**config.mk**
```make
export PLATFORM = sky130hd
export DESIGN_NAME = rc_pulse_decoder_flat
export DESIGN_NICKNAME = d
export VERILOG_FILES = /design/src/rtl/rc_pulse_decoder_if.sv /design/src/rtl/rc_pulse_decoder.sv /design/src/flat_wrapper.sv
export SDC_FILE = /design/constraint.sdc
export NUM_CORES = 1
export LEC_CHECK = 0
export ABC_AREA = 1
export CAP_MARGIN = 25
export CORE_UTILIZATION = 35
export DETAILED_ROUTE_END_ITERATION = 10
export GPL_ROUTABILITY_DRIVEN = 0
export SETUP_SLACK_MARGIN = 0.3
export SYNTH_ARGS = -nofsm -noshare
export SYNTH_HDL_FRONTEND = slang
export SYNTH_SLANG_ARGS = --single-unit
```
**constraint.sdc**
```tcl
create_clock -name clk_255kHz -period 1.52 [get_ports clk_255kHz]
set_clock_uncertainty 0.1 [all_clocks]
set_input_delay 0.152 -clock clk_255kHz [delete_from_list [all_inputs] [get_ports clk_255kHz]]
set_output_delay 0.152 -clock clk_255kHz [all_outputs]
set_load 0.01 [all_outputs]
```
**src/rtl/rc_pulse_decoder_if.sv**
```systemverilog
`default_nettype none
// ============================================================================
// Module      : rc_pulse_decoder_if
// Description : Signal bundle for the servo-style PWM receiver. It carries the
//               raw pulse input and the decoded width/status outputs.
//               The slave side is the decoder. The master side is whoever
//               drives the pulse line and consumes the result.
// Revision    : 1.0 - initial release
// ============================================================================
interface rc_pulse_decoder_if;
    logic       pwm_in;
    logic [7:0] width;
    logic       valid;
    logic       new_sample;
    logic       pulse_err;

    modport master (
        output pwm_in,
        input  width,
        input  valid,
        input  new_sample,
        input  pulse_err
    );

    modport slave (
        input  pwm_in,
        output width,
        output valid,
        output new_sample,
        output pulse_err
    );
endinterface
`default_nettype wire

```
**src/rtl/rc_pulse_decoder.sv**
```systemverilog
`default_nettype none
// ============================================================================
// Module      : rc_pulse_decoder
// Description : Servo-style PWM receiver. It measures the high time of a
//               1 ms - 2 ms pulse train on the 255 kHz tick clock and recovers
//               the 8-bit width code (0 = 1 ms, 255 = 2 ms). It flags
//               out-of-range pulses and drops valid after a silence timeout.
//               Optional macro RC_DECODER_FAILSAFE_EN forces width to neutral
//               (127) when the timeout fires.
// Revision    : 1.0 - initial release
// ============================================================================
module rc_pulse_decoder #(
    parameter int OFFSET_TICKS  = 255,
    parameter int MIN_TICKS     = 128,
    parameter int MAX_TICKS     = 765,
    parameter int TIMEOUT_TICKS = 6375
) (
    input  wire logic        clk_255kHz,
    input  wire logic        reset,
    rc_pulse_decoder_if.slave bus
);

    localparam logic [9:0]  c_offset       = 10'(OFFSET_TICKS);
    localparam logic [9:0]  c_offset_top   = 10'(OFFSET_TICKS + 255);
    localparam logic [9:0]  c_min          = 10'(MIN_TICKS);
    localparam logic [9:0]  c_max          = 10'(MAX_TICKS);
    localparam logic [12:0] c_timeout_last = 13'(TIMEOUT_TICKS - 1);
    localparam logic [9:0]  c_high_sat     = 10'h3FF;
    localparam logic [12:0] c_per_sat      = 13'h1FFF;
    localparam logic [7:0]  c_neutral      = 8'd127;

    typedef enum logic [1:0] {
        ARM       = 2'd0,
        WAIT_RISE = 2'd1,
        MEASURE   = 2'd2
    } state_t;

    state_t      r_state;
    state_t      w_state_next;

    logic        r_pwm_meta;
    logic        r_pwm_s;
    logic        r_pwm_q;
    logic [9:0]  r_high_cnt;
    logic [12:0] r_per_cnt;
    logic [7:0]  r_width;
    logic        r_valid;
    logic        r_new_sample;
    logic        r_pulse_err;

    logic        w_rise;
    logic        w_fall;
    logic        w_load;
    logic        w_accept;
    logic        w_reject;
    logic        w_timeout;
    logic [7:0]  w_code;

    assign w_rise = r_pwm_s & ~r_pwm_q;
    assign w_fall = ~r_pwm_s & r_pwm_q;

    // The low 8 bits of (high_cnt - offset) are all we need, so subtract in 8 bits.
    assign w_code = (r_high_cnt < c_offset)     ? 8'd0   :
                    (r_high_cnt > c_offset_top) ? 8'd255 :
                    (r_high_cnt[7:0] - c_offset[7:0]);

    // An accepted fall in the timeout cycle takes priority, so valid stays up.
    assign w_timeout = (r_per_cnt == c_timeout_last) && !w_accept;

    // Synchronise the asynchronous pulse line. These flops are not reset on
    // purpose: they keep tracking the line during reset. That way a pulse that
    // is still high at release is seen as high and is not measured.
    always_ff @(posedge clk_255kHz) begin
        r_pwm_meta <= bus.pwm_in;
        r_pwm_s    <= r_pwm_meta;
        r_pwm_q    <= r_pwm_s;
    end

    // State register for the measurement FSM.
    always_ff @(posedge clk_255kHz) begin
        if (reset) begin
            r_state <= ARM;
        end else begin
            r_state <= w_state_next;
        end
    end

    // Next-state logic and per-cycle load/accept/reject decisions.
    always_comb begin
        w_state_next = r_state;
        w_load       = 1'b0;
        w_accept     = 1'b0;
        w_reject     = 1'b0;
        case (r_state)
            ARM: begin
                if (!r_pwm_s) begin
                    w_state_next = WAIT_RISE;
                end
            end
            WAIT_RISE: begin
                if (w_rise) begin
                    w_load       = 1'b1;
                    w_state_next = MEASURE;
                end
            end
            MEASURE: begin
                if (w_fall) begin
                    w_state_next = WAIT_RISE;
                    if ((r_high_cnt >= c_min) && (r_high_cnt <= c_max)) begin
                        w_accept = 1'b1;
                    end else begin
                        w_reject = 1'b1;
                    end
                end
            end
            default: begin
                w_state_next = ARM;
            end
        endcase
    end

    // Counters, decoded width, validity and one-cycle strobes.
    always_ff @(posedge clk_255kHz) begin
        if (reset) begin
            r_high_cnt   <= 10'd0;
            r_per_cnt    <= 13'd0;
            r_width      <= c_neutral;
            r_valid      <= 1'b0;
            r_new_sample <= 1'b0;
            r_pulse_err  <= 1'b0;
        end else begin
            if (w_load) begin
                r_high_cnt <= 10'd1;
            end else if ((r_state == MEASURE) && r_pwm_s && (r_high_cnt != c_high_sat)) begin
                r_high_cnt <= r_high_cnt + 10'd1;
            end

            if (w_accept) begin
                r_per_cnt <= 13'd0;
            end else if (r_per_cnt != c_per_sat) begin
                r_per_cnt <= r_per_cnt + 13'd1;
            end

            r_new_sample <= w_accept;
            r_pulse_err  <= w_reject;

            if (w_accept) begin
                r_width <= w_code;
                r_valid <= 1'b1;
            end else if (w_timeout) begin
                r_valid <= 1'b0;
`ifdef RC_DECODER_FAILSAFE_EN
                r_width <= c_neutral;
`endif
            end
        end
    end

    assign bus.width      = r_width;
    assign bus.valid      = r_valid;
    assign bus.new_sample = r_new_sample;
    assign bus.pulse_err  = r_pulse_err;

endmodule
`default_nettype wire

```
**src/flat_wrapper.sv**
```systemverilog
// flat-port wrapper written by rule: the top's interface ports become plain ports
module rc_pulse_decoder_flat 
#(
    parameter int OFFSET_TICKS  = 255,
    parameter int MIN_TICKS     = 128,
    parameter int MAX_TICKS     = 765,
    parameter int TIMEOUT_TICKS = 6375
)
  (clk_255kHz, reset, bus_pwm_in, bus_width, bus_valid, bus_new_sample, bus_pulse_err);
  rc_pulse_decoder_if bus_i ();
  input  wire logic clk_255kHz;
  input  wire logic reset;
  input wire logic [$bits(bus_i.pwm_in)-1:0] bus_pwm_in;
  output wire logic [$bits(bus_i.width)-1:0] bus_width;
  output wire logic [$bits(bus_i.valid)-1:0] bus_valid;
  output wire logic [$bits(bus_i.new_sample)-1:0] bus_new_sample;
  output wire logic [$bits(bus_i.pulse_err)-1:0] bus_pulse_err;
  assign bus_i.pwm_in = bus_pwm_in;
  assign bus_width = bus_i.width;
  assign bus_valid = bus_i.valid;
  assign bus_new_sample = bus_i.new_sample;
  assign bus_pulse_err = bus_i.pulse_err;
  rc_pulse_decoder #(.OFFSET_TICKS(OFFSET_TICKS), .MIN_TICKS(MIN_TICKS), .MAX_TICKS(MAX_TICKS), .TIMEOUT_TICKS(TIMEOUT_TICKS)) u_core (.clk_255kHz(clk_255kHz), .reset(reset), .bus(bus_i));
endmodule
```
==> impl_summary.log <==
[metrics] vias: 1,984
[metrics] relative contribution of the clock network to total power: 0.363
[metrics] cell type with the largest total area after synthesis: sky130_fd_sc_hd__dfxtp_1
[metrics] leakage power summed over all cells: around 1.2 nW
[metrics] family with the most delay on the worst path: simple AND/OR/NAND/NOR gates
[metrics] H-tree depth reported by CTS: 2
[metrics] Non-Filler Cell Area, Final: 0.002999 mm2
[metrics] required time at the endpoint of the critical path: 1600 ps
[metrics] Flop pwr share: 0.555
[metrics] top-level port count: 14
[metrics] CTS Hold Buffers Added: 0
[metrics] most area-consuming cells after synthesis: sky130_fd_sc_hd__dfxtp_1 39%, sky130_fd_sc_hd__nand2_1 14%, sky130_fd_sc_hd__nor2_1 7.9%
[metrics] final routed wire length divided by cell count: 11.47 um
[metrics] count of pins over their slew limit: 0
[metrics] most frequently used cell type in the post-synthesis netlist: sky130_fd_sc_hd__nand2_1
[metrics] P_sw: 462.5 uW
[metrics] detailed router's first-iteration violation count: 101
[metrics] Nets: about 360
[metrics] number of cells on the critical path: 10
[metrics] Cell variety after synth: 29
[metrics] status: finished with violations
[metrics] worst setup path start: u_core.r_high_cnt[1]
[metrics] Critical Path Start Type: register
[metrics] Worst-Margin Slew: 317.0 ps
[metrics] mean post-synth cell area: 6.903 um2
[metrics] portion of synthesized cell area occupied by the leading cell type: 0.3927
[metrics] Detailed Place HPWL: approximately 3.4 mm
[metrics] Combinational Power Share: 0.082
[metrics] power per cell area: 630.7 mW/mm2
[metrics] Syn Inst Count: roughly 290
[metrics] combined buffer and inverter count along the critical path: 3
[metrics] overall die height: approximately 77 um
[metrics] portion of the post-synthesis area used by sequential elements: 0.3927
[metrics] effective utilization at floorplan: 0.3611
[metrics] worst flop-to-flop path endpoint: u_core.bus.width[5]
[metrics] worst slew margin relative to its limit: 0.7832
[metrics] detailed-route DRC error count: 0
[metrics] hold violation total from the final report: 0
[metrics] Final Setup Violations: 8
[metrics] Critical Path Max Stage Delay: 370 ps
[metrics] cell area after placement: roughly 0.0026 mm2
[metrics] mean number of vias per cell: 4.657
[metrics] min setup slack post-route: -64.13 ps
[metrics] number of buffers added by the clock tree synthesis step: 5
[metrics] crit path time final: roughly 1600 ps
[metrics] proportion of synthesized flip-flops having asynchronous set or reset: 0
[metrics] residual antenna-violating net count after detailed routing: 0
[metrics] post-synth net total: 297
[metrics] cell chain of the critical path: inv_4 > ha_4 > inv_2 > nor2_4 > nand3_2 > nand3_4 > nand3_4 > buf_12 > nand2_2 > nand3_2
[metrics] violations in the final reports: setup timing
[metrics] internal cell power: 1.429 mW
[metrics] die width: 77.37 um
[metrics] CP Capture Point: u_core.bus.width[5]
[metrics] Register-to-Register Path Depth: 10
[metrics] yosys warns: 0
[metrics] R2R Path Start: u_core.r_high_cnt[1]
[metrics] minimum setup slack among reg-to-reg paths: -60 ps
[metrics] number of antenna cells inserted: 0
[metrics] arrival time reported for the critical path endpoint: 1670 ps
[metrics] clock latency at the later pin of the worst-skew pair: around 300 ps
[metrics] total grt overflow: 0
[metrics] final core utilization: 0.5446
[metrics] total track usage: 0.1699
[metrics] classification of the worst-slack hold path: input port to register
[metrics] pin count of the biggest net entering global routing: 14
[metrics] vias in the first global route: 1,831
[metrics] Core ar.: 0.005507 mm2
[metrics] area growth from synthesis to layout: 50.85%
[metrics] number of rows created at floorplan: 27
[metrics] number of flip-flops and latches in the synthesized netlist: 39
[metrics] number of antenna violations at the first check in global routing: 0
[metrics] Worst VDD drop: about 0.00036 V
[metrics] Post-Syn Area: 0.001988 mm2
[metrics] Port Buf Inserts: 13
[metrics] maximum clock frequency: 0.6313 GHz
[metrics] number of synthesized flops with an enable pin: 0
[metrics] unrepaired setup endpoints after global routing: yes
[metrics] number of inserted filler cells in the final layout: 522
[metrics] total routed wirelength: 4.887 mm
[metrics] clk root buf: sky130_fd_sc_hd__clkbuf_8
[metrics] Commonest cells post-synth: 73 x sky130_fd_sc_hd__nand2_1, 42 x sky130_fd_sc_hd__nor2_1, 39 x sky130_fd_sc_hd__dfxtp_1, 38 x sky130_fd_sc_hd__inv_1, 22 x sky130_fd_sc_hd__nand3_1
[metrics] clock net sink count: 39
[metrics] Critical-path top delay cell: sky130_fd_sc_hd__dfxtp_4
[metrics] Critical Path End Type: register
[metrics] Max Cap Violations: 0
[metrics] primary flip-flop cell chosen by synthesis mapping: sky130_fd_sc_hd__dfxtp_1
[metrics] Clock transition at path regs: 70 ps
[metrics] drt pass-1 iters: 4
[metrics] WS Path Type: register to register
[metrics] share of cells above drive strength 1: 0.3814
[metrics] clock tree buffer depth: 2
[metrics] Switching Share: 0.2445
[metrics] first-pass GRT wire length: 8.100 mm
[metrics] highest fanout seen on the critical path: 8
[metrics] clock tree from TritonCTS: built
[metrics] overall die area: approximately 0.006 mm2
[metrics] fraction of the cycle the final worst path needs: 1.042
## layout by cell type (no fill, tap or decap), types with 3 or more instances in the layout
| cell type | count |
|---|---|
| sky130_fd_sc_hd__nand2_1 | 56 |
| sky130_fd_sc_hd__nand4_1 | 4 |
| sky130_fd_sc_hd__buf_6 | 5 |
| sky130_fd_sc_hd__o21ai_0 | 4 |
| sky130_fd_sc_hd__nand3_1 | 10 |
| sky130_fd_sc_hd__inv_1 | 32 |
| sky130_fd_sc_hd__clkbuf_8 | 5 |
| sky130_fd_sc_hd__xor2_1 | 3 |
| sky130_fd_sc_hd__inv_2 | 3 |
| sky130_fd_sc_hd__xnor2_1 | 4 |
| sky130_fd_sc_hd__nand3_2 | 11 |
| sky130_fd_sc_hd__nor3_1 | 6 |
| sky130_fd_sc_hd__a21oi_2 | 12 |
| sky130_fd_sc_hd__nor2_4 | 4 |
| sky130_fd_sc_hd__o21ai_2 | 4 |
| sky130_fd_sc_hd__dfxtp_4 | 3 |
| sky130_fd_sc_hd__nand2_2 | 10 |
| sky130_fd_sc_hd__ha_4 | 3 |
| sky130_fd_sc_hd__nand3_4 | 3 |
| sky130_fd_sc_hd__buf_4 | 41 |
| sky130_fd_sc_hd__nor2_1 | 37 |
| sky130_fd_sc_hd__dlygate4sd2_1 | 11 |
| sky130_fd_sc_hd__nor2_2 | 5 |
| sky130_fd_sc_hd__dfxtp_2 | 4 |
| sky130_fd_sc_hd__nand2_4 | 9 |
| sky130_fd_sc_hd__dfxtp_1 | 32 |
| sky130_fd_sc_hd__a21oi_1 | 6 |
## layer usage
metal / global-route usage / vias to the layer above / part of all wire
met5: 0 / - / 0
li1: - / 1047 / -
met1: 0.2249 / 894 / 0.48
met4: 0.06604 / 0 / 0.016
met3: 0.04588 / 8 / 0.038
met2: 0.2611 / 35 / 0.47
## registers in the layout, indices dropped and copies added (netlist names)
name	count
u_core.r_per_cnt	13
u_core.bus.valid	1
u_core.r_pwm_meta	1
u_core.r_state	2
u_core.bus.pulse_err	1
u_core.bus.width	8
u_core.r_pwm_s	1
u_core.r_high_cnt	10
u_core.bus.new_sample	1
u_core.r_pwm_q	1
## metrics by stage
step           instances  hold WS [ps]  setup TNS, ps  setup WS, ps  total power, mW
2_1_floorplan        288         79.72              0         69.48            1.150
3_3_place_gp         404         210.1              0         2.058            1.190
3_5_place_dp         404         216.0         -35.65        -20.94            1.194
4_1_cts              420         190.9         -44.48        -13.46            1.901
5_1_grt              426         190.5          -1515        -141.0            1.980
6_report             426         199.5         -310.8        -64.13            1.892
## power groups by stage
stage	clock network, mW	registers, mW	logic [mW]
floorplan	0	1.08	0.0739
global placement	0	1.07	0.116
detailed placement	0	1.08	0.119
CTS	0.715	1.05	0.135
global route	0.758	1.05	0.170
finish	0.688	1.05	0.154
## what timing repair did
action / 4_1_cts / 5_1_grt
endpoints found under the setup margin: 45 / 34
setup buffers: 8 / 6
gates resized for setup: 33 / 49
pin swaps: 4 / 20
endpoints found under the hold margin: 0 / 0
## worst min path at each step
| stage | start | end | slack (ps) | depth (start not counted) |
|---|---|---|---|---|
| final | bus_pwm_in | u_core.r_pwm_meta | 200 | 1 |
| after global routing | bus_pwm_in | u_core.r_pwm_meta | 190 | 1 |
| after CTS | bus_pwm_in | u_core.r_pwm_meta | 190 | 1 |
| after detailed placement | u_core.r_pwm_meta | u_core.r_pwm_s | 220 | 0 |
| after global placement | u_core.r_pwm_meta | u_core.r_pwm_s | 210 | 0 |
| after floorplan | bus_pwm_in | u_core.r_pwm_meta | 80 | 0 |
## layout make-up
cell class | count | area, um2 | share of cell area
clock buffers | 7 | 76.32 | 0.02545
clock inverters | 1 | 5.005 | 0.001669
inverters | 39 | 156.4 | 0.05215
multi-input cells | 208 | 1374 | 0.4581
flip-flops and latches | 39 | 797.0 | 0.2657
well taps | 72 | 90.09 | 0.03004
repair buffers | 60 | 500.5 | 0.1669
## cell families (layout without fill, tap and decap cells)
family	count (synthesis)	count (layout)	synth area share
AND/OR/NAND/NOR	163	163	0.3663
buffers and inverters	41	107	0.08496
flip-flops	39	39	0.3927
AO/OA/AOI/OAI	32	32	0.08748
XOR/XNOR	7	7	0.03084
adder cells (fa/ha/maj)	6	6	0.03776
Note: power is estimated with default switching activity, not from simulation.
